**src/rtl/spi_slave_regs.sv**
```systemverilog
// SPI mode-0 slave with a byte-wide register file, oversampled entirely in the clk_i domain.
// Optional `SPI_SLV_WR_PROTECT_EN: reg[NREGS-1] bit0 locks writes to all other registers.
module spi_slave_regs #(
    parameter int          NREGS       = 16,
    parameter int          SYNC_STAGES = 2,
    parameter logic [7:0]  ID_BYTE     = 8'h5A,
    localparam int         ADDR_W      = $clog2(NREGS)
) (
    input  logic                clk_i,
    input  logic                rstn_i,
    input  logic                spi_sck_i,
    input  logic                spi_spisel_i,
    input  logic                spi_mosi_i,
    output logic                spi_miso_o,
    output logic                spi_misooen_o,
    output logic [NREGS*8-1:0]  regs_o,
    output logic                wr_strobe_o,
    output logic [ADDR_W-1:0]   wr_addr_o,
    output logic [7:0]          wr_data_o,
    output logic                rd_strobe_o,
    output logic                frame_err_o
);

    typedef enum logic [1:0] {IDLE, CMD, DATA} state_t;

    state_t                  r_state, w_state_next;
    logic [SYNC_STAGES-1:0]  r_sck_sync, r_sel_sync, r_mosi_sync;
    logic                    r_sck_d, r_sel_d;
    logic [2:0]              r_bitcnt;
    logic [6:0]              r_rx;
    logic [7:0]              r_tx;
    logic                    r_rw, r_load_pend;
    logic [ADDR_W-1:0]       r_addr;
    logic [7:0]              r_regs [NREGS];
    logic                    r_wr_strobe, r_rd_strobe, r_frame_err;
    logic [ADDR_W-1:0]       r_wr_addr;
    logic [7:0]              r_wr_data;

    logic w_sck, w_sel, w_mosi;
    logic w_sck_rise, w_sck_fall, w_sel_rise, w_sel_fall;
    logic [7:0] w_byte;
    logic w_byte_done, w_wr_ok;

    assign w_sck      = r_sck_sync[SYNC_STAGES-1];
    assign w_sel      = r_sel_sync[SYNC_STAGES-1];
    assign w_mosi     = r_mosi_sync[SYNC_STAGES-1];
    assign w_sck_rise = w_sck & ~r_sck_d;
    assign w_sck_fall = ~w_sck & r_sck_d;
    assign w_sel_rise = w_sel & ~r_sel_d;
    assign w_sel_fall = ~w_sel & r_sel_d;
    assign w_byte     = {r_rx, w_mosi};
    assign w_byte_done = (r_state != IDLE) && !w_sel_rise && w_sck_rise && (r_bitcnt == 3'd7);

`ifdef SPI_SLV_WR_PROTECT_EN
    assign w_wr_ok = (r_addr == ADDR_W'(NREGS-1)) || !r_regs[NREGS-1][0];
`else
    assign w_wr_ok = 1'b1;
`endif

    // Select is released on the very clk its rise is seen, before the state register follows.
    assign spi_misooen_o = (r_state == IDLE) || w_sel_rise;
    assign spi_miso_o    = r_tx[7];
    assign wr_strobe_o   = r_wr_strobe;
    assign wr_addr_o     = r_wr_addr;
    assign wr_data_o     = r_wr_data;
    assign rd_strobe_o   = r_rd_strobe;
    assign frame_err_o   = r_frame_err;

    always_comb begin
        regs_o = '0;
        for (int k = 0; k < NREGS; k++) regs_o[8*k +: 8] = r_regs[k];
    end

    always_ff @(posedge clk_i or negedge rstn_i) begin
        if (!rstn_i) begin
            r_sck_sync  <= '0;
            r_sel_sync  <= '1;
            r_mosi_sync <= '0;
            r_sck_d     <= 1'b0;
            r_sel_d     <= 1'b1;
        end else begin
            r_sck_sync  <= {r_sck_sync[SYNC_STAGES-2:0], spi_sck_i};
            r_sel_sync  <= {r_sel_sync[SYNC_STAGES-2:0], spi_spisel_i};
            r_mosi_sync <= {r_mosi_sync[SYNC_STAGES-2:0], spi_mosi_i};
            r_sck_d     <= w_sck;
            r_sel_d     <= w_sel;
        end
    end

    always_ff @(posedge clk_i or negedge rstn_i) begin
        if (!rstn_i) r_state <= IDLE;
        else         r_state <= w_state_next;
    end

    always_comb begin
        w_state_next = r_state;
        case (r_state)
            IDLE:    if (w_sel_fall) w_state_next = CMD;
            CMD:     if (w_sel_rise) w_state_next = IDLE;
                     else if (w_byte_done) w_state_next = DATA;
            DATA:    if (w_sel_rise) w_state_next = IDLE;
            default: w_state_next = IDLE;
        endcase
    end

    always_ff @(posedge clk_i or negedge rstn_i) begin
        if (!rstn_i) begin
            r_bitcnt    <= '0;
            r_rx        <= '0;
            r_tx        <= '0;
            r_rw        <= 1'b0;
            r_load_pend <= 1'b0;
            r_addr      <= '0;
            r_wr_strobe <= 1'b0;
            r_rd_strobe <= 1'b0;
            r_frame_err <= 1'b0;
            r_wr_addr   <= '0;
            r_wr_data   <= '0;
            for (int k = 0; k < NREGS; k++) r_regs[k] <= '0;
        end else begin
            r_wr_strobe <= 1'b0;
            r_rd_strobe <= 1'b0;
            r_frame_err <= 1'b0;
            if (r_state == IDLE) begin
                if (w_sel_fall) begin
                    r_tx        <= ID_BYTE;
                    r_bitcnt    <= '0;
                    r_load_pend <= 1'b0;
                end
            end else if (w_sel_rise) begin
                r_frame_err <= (r_bitcnt != 3'd0);
                r_load_pend <= 1'b0;
            end else if (w_sck_rise) begin
                r_rx     <= w_byte[6:0];
                r_bitcnt <= r_bitcnt + 3'd1;
                if (r_bitcnt == 3'd7) begin
                    if (r_state == CMD) begin
                        r_rw        <= w_byte[7];
                        r_addr      <= w_byte[ADDR_W-1:0];
                        r_load_pend <= w_byte[7];
                    end else if (r_rw) begin
                        r_addr      <= r_addr + 1'b1;
                        r_load_pend <= 1'b1;
                    end else begin
                        if (w_wr_ok) begin
                            r_regs[r_addr] <= w_byte;
                            r_wr_strobe    <= 1'b1;
                            r_wr_addr      <= r_addr;
                            r_wr_data      <= w_byte;
                        end
                        r_addr <= r_addr + 1'b1;
                    end
                end
            end else if (w_sck_fall) begin
                // A pending read replaces the shift; write frames drain zeros out of the shifter.
                if (r_load_pend) begin
                    r_tx        <= r_regs[r_addr];
                    r_rd_strobe <= 1'b1;
                    r_load_pend <= 1'b0;
                end else begin
                    r_tx <= {r_tx[6:0], 1'b0};
                end
            end
        end
    end

endmodule

```
**config.mk**
```make
export PLATFORM = sky130hd
export DESIGN_NAME = spi_slave_regs
export DESIGN_NICKNAME = d
export VERILOG_FILES = /design/src/rtl/spi_slave_regs.sv
export SDC_FILE = /design/constraint.sdc
export NUM_CORES = 1
export LEC_CHECK = 0
export CAP_MARGIN = 20
export CELL_PAD_IN_SITES_DETAIL_PLACEMENT = 1
export CELL_PAD_IN_SITES_GLOBAL_PLACEMENT = 1
export CORE_ASPECT_RATIO = 1.5
export CORE_MARGIN = 5
export CORE_UTILIZATION = 35
export CTS_BUF_LIST = sky130_fd_sc_hd__clkbuf_8
export CTS_CLUSTER_SIZE = 30
export DETAILED_ROUTE_END_ITERATION = 16
export GPL_ROUTABILITY_DRIVEN = 0
export PLACE_DENSITY_LB_ADDON = 0.1
export SYNTH_ARGS = -nofsm -noshare
export SYNTH_HDL_FRONTEND = slang
export SYNTH_SLANG_ARGS = --single-unit
export TNS_END_PERCENT = 50
```
**constraint.sdc**
```tcl
create_clock -name clk_i -period 2.1 [get_ports clk_i]
set_input_delay 0.21 -clock clk_i [delete_from_list [all_inputs] [get_ports clk_i]]
set_output_delay 0.21 -clock clk_i [all_outputs]
set_load 0.01 [all_outputs]
```
**Word level (Yosys, flattened, before mapping)**

Index checks and enable logic that the tools add are counted.
Widths: inputs -> output; s select.

- Register bits: 177
- Bits of input ports: 5
- Output and inout port bits: 145
- Word-level logic and storage cells: 123

- $add $sub $neg: 2
- Magnitude comparators: 2
- Equal/unequal tests: 10
- Mux-type cells: 43
- Bitwise operators: 13
- Reduce and logical (&&, ||, !) cells: 20

Operators with widths:

| kind | number |
|---|---|
| $bwmux 128 | 1 |
| $mux 8 | 9 |
| $bmux 8 s4 | 1 |
| $demux 8 s4 | 1 |
| $mux 1 | 21 |
| $mux 3 | 4 |
| $reduce_and 4->1 | 3 |
| $reduce_and 3->1 | 3 |
| $mux 2 | 4 |
| $not 1->1 | 8 |
| $pmux 2 s3 | 1 |
| $reduce_and 6->1 | 1 |
| $reduce_bool 2->1 | 3 |
| $ge 5x5->1 const B | 1 |
| $lt 5x1->1 const B | 1 |
| $ne 5x2->1 const B | 1 |
| $not 4->5 | 1 |
| $reduce_and 5->1 | 1 |
| $add 4x1->4 const B | 1 |
| $and 1x1->1 | 4 |
| $logic_and 1x1->1 | 4 |
| $mux 4 | 1 |
| $ne 2x1->1 const B | 2 |
| $ne 2x2->1 const B | 2 |
| other kinds (11) | 11 |

**Logic depth before layout (Yosys ltp)**

- Depth in word-level cells: 9
- Gate-level depth with buffers: 7
- Depth with buffers taken out: 6

**Worst setup path after synthesis**

Ideal clock, no wire load.

- Kind: register -> register
- Start point: reg r_addr[0]
- End point: reg r_regs, in the netlist regs_o[0]
- Library setup time: 0.125 ns
- Arrival: 1.907 ns
- Required time: 1.975 ns
- Setup slack: 0.068 ns
- Cell stages (with the launch flop): 8
- Buffers on the path: 3
- Period minus slack after synthesis: 2.032 ns
- Path through: dfrtp_1 buf_2 buf_2 buf_2 inv_1 ha_1 nand3_2 mux2_2

- Longest elaborated chain between the ends: 6
- Elaborated cells on any way between the ends: 7
- Classes of those cells: order compare (2); mux (3); bitwise (1); reduce/logical (1)

Ends and longest elaborated chain:

| what | RTL line | RTL |
|---|---|---|
| start: declaration | 33 | `logic [ADDR_W-1:0] r_addr;` |
| start signal: assignment | 139 | `r_addr <= w_byte[ADDR_W-1:0];` |
| start signal: assignment | 142 | `r_addr <= r_addr + 1'b1;` |
| start signal: assignment | 151 | `r_addr <= r_addr + 1'b1;` |
| $not 4->5 (not written as such) (*) | 146 | `r_regs[r_addr] <= w_byte;` |
| $ge 5x5->1 (not written as such) / $lt 5x1->1 (equally long branches) | 146 |  |
| $logic_and 1x1->1 (not written as such) | 146 |  |
| $mux 8 (not written as such) | 146 |  |
| $demux 8 s4 (*) | 146 |  |
| $bwmux 128 (*) | 146 |  |
| end signal: indexed assignment | 146 |  |
| end: declaration | 34 | `logic [7:0] r_regs [NREGS];` |

Every way passes the cells marked *; elsewhere a longest branch is shown, timed or not.
A chain may end at the register's enable or synchronous reset.

**Worst setup path after layout**

- Start point: reg r_bitcnt[0]
- End point: reg r_regs, in the netlist regs_o[113]

- Longest elaborated chain between the ends: 2

Ends and longest elaborated chain:

| what | RTL line | RTL |
|---|---|---|
| start: declaration | 29 | `logic [2:0] r_bitcnt;` |
| start signal: assignment | 135 | `r_bitcnt <= r_bitcnt + 3'd1;` |
| $eq 3x3->1 | 136 | `if (r_bitcnt == 3'd7) begin` |
| $reduce_and 6->1 (no line) | n/a |  |

No other way between the ends.

==> run_results.csv <==
group,metric,value,unit
timing,relSlewSlack,0.3709,
timing,drv_slew,0,
clock_tree,cts_buffer_depth,2,
critical_path,path_max_fanout,8,
critical_path,cp.required,2.46,ns
floorplan,die-area,26620,sq um
logic_synthesis,syn_nets,611,
global_routing,antenna_found_initial,0,
timing,rsz0062_at_grt,"true",
clock_tree,clk_latency,0.48,ns
routing,drt-initial-drc-count,212,
pwr,switchingPower,1.923,mW
pwr,p_int,4.769,mW
logic_synthesis,yosysTopAreaCellShare,0.5318,
critical_path,critPathMostFrequentCell,"buf_12",
logic_synthesis,synth-edff-count,0,
routing,viasPerCell,5.289,
routing,vias,5860,
finish,diodes,0,
logic_synthesis,yosys_register_bits,177,
finish,drive_gt1_frac,0.3544,
hold_path,min_path_type,"in2reg",
logic_synthesis,ys_warn_count,0,
timing,setup_tns,-1.273,ns
timing,fin_ws,-0.08474,ns
routing,routed_wl,27.00,mm
logic_synthesis,ys_seq_area_frac,0.5414,
floorplan,fp.coreArea,23060,sq um
timing,setup_viol,48,
clock_tree,cts_made_buffers,17,
critical_path,path_cells,"ha_2, ha_4, nand2_4, nor4b_4, buf_12, buf_12, nand4_4, mux2_4",
clock_tree,clkTransAtPathRegs,0.08,ns
global_routing,grt_pass1_vias,6494,
clock_tree,cts_tree,"yes",
clock_tree,cts_sinks,177,
timing,finalHoldViolCount,0,
pwr,pwr-share-comb,0.104,
routing,wire_per_inst,24.37,um
global_routing,grt_max_degree,57,
critical_path,path_class,"reg2reg",
floorplan,placementRows,68,
place,dp_hpwl,19.57,mm
place,numPortBuffers,149,
floorplan,dieHeight,197.3,um
critical_path,reg2reg_slack,-0.08,ns
pwr,p_leak,4.939,nW
finish,final_net_count,796,
logic_synthesis,avgSynthCellArea,13.71,sq um
pwr,seq_power_share,0.568,
global_routing,gr-usage-all-layers,0.2057,
pwr,p_total,6.692,mW
finish,area_growth,34.02,%
critical_path,crit_family,"simple AND/OR/NAND/NOR gates",
clock_tree,root_buffer,"clkbuf_8",
pwr,ir_worst_vdd,0.3515,mV
outcome,outcome,"complete, but fails checks",
critical_path,critical-path-max-stage-delay,0.39,ns
logic_synthesis,synthArstFlopShare,1.000,
run,cap_violations,0,
timing,max_freq,457.7,MHz
critical_path,critical_path.slowest_cell,"mux2_4",
floorplan,pin_count,150,
logic_synthesis,syn_area,8188,sq um
logic_synthesis,synth_top_flop_cell,"dfrtp_1",
routing,dr.pass1.iters,4,
critical_path,critPathArrivalTime,2.54,ns
logic_synthesis,netlist_instances,597,
timing,finalWorstPathRequiredPeriod,2.185,ns
timing,worst_pin_slew,0.9437,ns
finish,final_cell_mix,"dfrtp_1, clkdlybuf4s50_1, mux2_2",
pwr,switching_share,0.2873,
routing,ant_nets,0,
routing,drc_errors,0,
finish,final_common_cell,"dfrtp_1",
logic_synthesis,yosysUniqueCellTypes,42,
timing,min_period_over_period,1.040,
logic_synthesis,synthTopCellsByArea,"dfrtp_1, mux2_2, mux4_2, mux2i_1, nand2_1",
clock_tree,htreeDepth,4,
logic_synthesis,yosysTopAreaCell,"dfrtp_1",
global_routing,overflow,0,
floorplan,floorplan.initialDensity,0.3551,
outcome,failed_checks,"setup timing",
pwr,clkPwrFrac,0.327,
critical_path,cp-start-kind,"flop",
critical_path,endpoint_kind,"flop",
floorplan,die_w,134.9,um
global_routing,grt_first_pass_wirelength,40.81,mm
timing,fin_skew,0.01354,ns
critical_path,cp_num_buf_inv,2,
pwr,power_density,609.9,nW/um^2
[registers in the layout, summed over array words and instances, names as in the netlist]
signal and cells:
wr_addr_o 4, regs_o 128, r_sck_sync 2, r_sel_sync 2, wr_data_o 8, wr_strobe_o 1, frame_err_o 1, r_tx 8
r_sel_d 1, r_mosi_sync 2, r_rw 1, r_load_pend 1, r_state 2, r_bitcnt 3, rd_strobe_o 1, r_rx 7
r_sck_d 1, r_addr 4
[through the flow]
stage / worst slack [ns] / cell area, sq um / hold WS [ns] / utilization / instances
floorplan: 0.06816 / 8188 / -0.08559 / - / 597
global placement: -0.08257 / 10350 / 0.2267 / 0.4489 / 1068
detailed placement: -0.1081 / 10350 / 0.2300 / 0.4489 / 1068
CTS: -0.02635 / 10750 / 0.1096 / 0.4662 / 1101
global route: -0.1387 / 10970 / 0.1164 / 0.4759 / 1108
finish: -0.08474 / 10970 / 0.1415 / 0.4759 / 1108
[cells by family after synthesis]
| group | synth area share |
|---|---|
| DFF | 0.5414 |
| AOI/OAI and AO/OA | 0.03973 |
| and+or+nand+nor | 0.09429 |
| adders and majority gates | 0.01375 |
| buffers and inverters | 0.02644 |
| muxes | 0.2844 |
[final timing paths]
kind | start | to | cells after the start
worst max-delay path | r_bitcnt[0] | regs_o[113] | 8
worst min-delay path | spi_spisel_i | r_sel_sync[0] | 1
worst max register to register | r_bitcnt[0] | regs_o[113] | 8
worst min register to register | r_sel_sync[0] | r_sel_sync[1] | 0
max in group asynchronous | rstn_i | regs_o[59] | 3
min in group asynchronous | rstn_i | regs_o[99] | 2
[metal layers]
layer,global-route usage,vias to the layer above,part of all wire
met3,0.04052,39,0.042
met4,0.07057,0,0.024
met1,0.2426,3131,0.39
met5,0,-,0
li1,-,2541,-
met2,0.3715,149,0.54
[Yosys cell counts (6+ instances only)]
library cell and number:
inv_1 8, ha_1 9, nor2_1 15, dfrtp_1 174
nand3_2 12, buf_1 8, mux2_2 145, nor2b_1 10
nand2_1 38, o21ai_0 6, buf_2 11, a31oi_1 6
mux2i_1 20, nand3_1 14, o31ai_1 7, clkbuf_1 18
mux4_2 22, a21oi_1 8, nand2b_1 12
[power groups by stage]
stage               Clock [mW]  Combinational (mW)  Sequential (mW)
floorplan                    0               0.447             3.64
global placement             0               0.677             3.85
detailed placement           0               0.703             3.87
CTS                       2.28               0.704             3.80
global route              2.40               0.780             3.83
finish                    2.19               0.699             3.80
[final cells by class]
type | instances | area, sq um
multi-input combinational | 371 | 3643
fill | 2331 | 12080
tap | 315 | 394.1
clock inverter | 10 | 72.57
clock buffer | 20 | 275.3
sequential | 177 | 4438
inverter | 8 | 30.03
timing repair buffer | 207 | 2120
[timing repair]
| item | in CTS | in global routing |
|---|---|---|
| hold buffers | 1 | 0 |
| endpoints found under the hold margin | 48 | 0 |
| gates cloned | 0 | 1 |
| buffers inserted | 2 | 6 |
| gates resized for setup | 6 | 24 |
| endpoints found under the setup margin | 39 | 139 |
| pin swaps | 1 | 2 |
No activity file was read; power rests on OpenSTA's default activity.
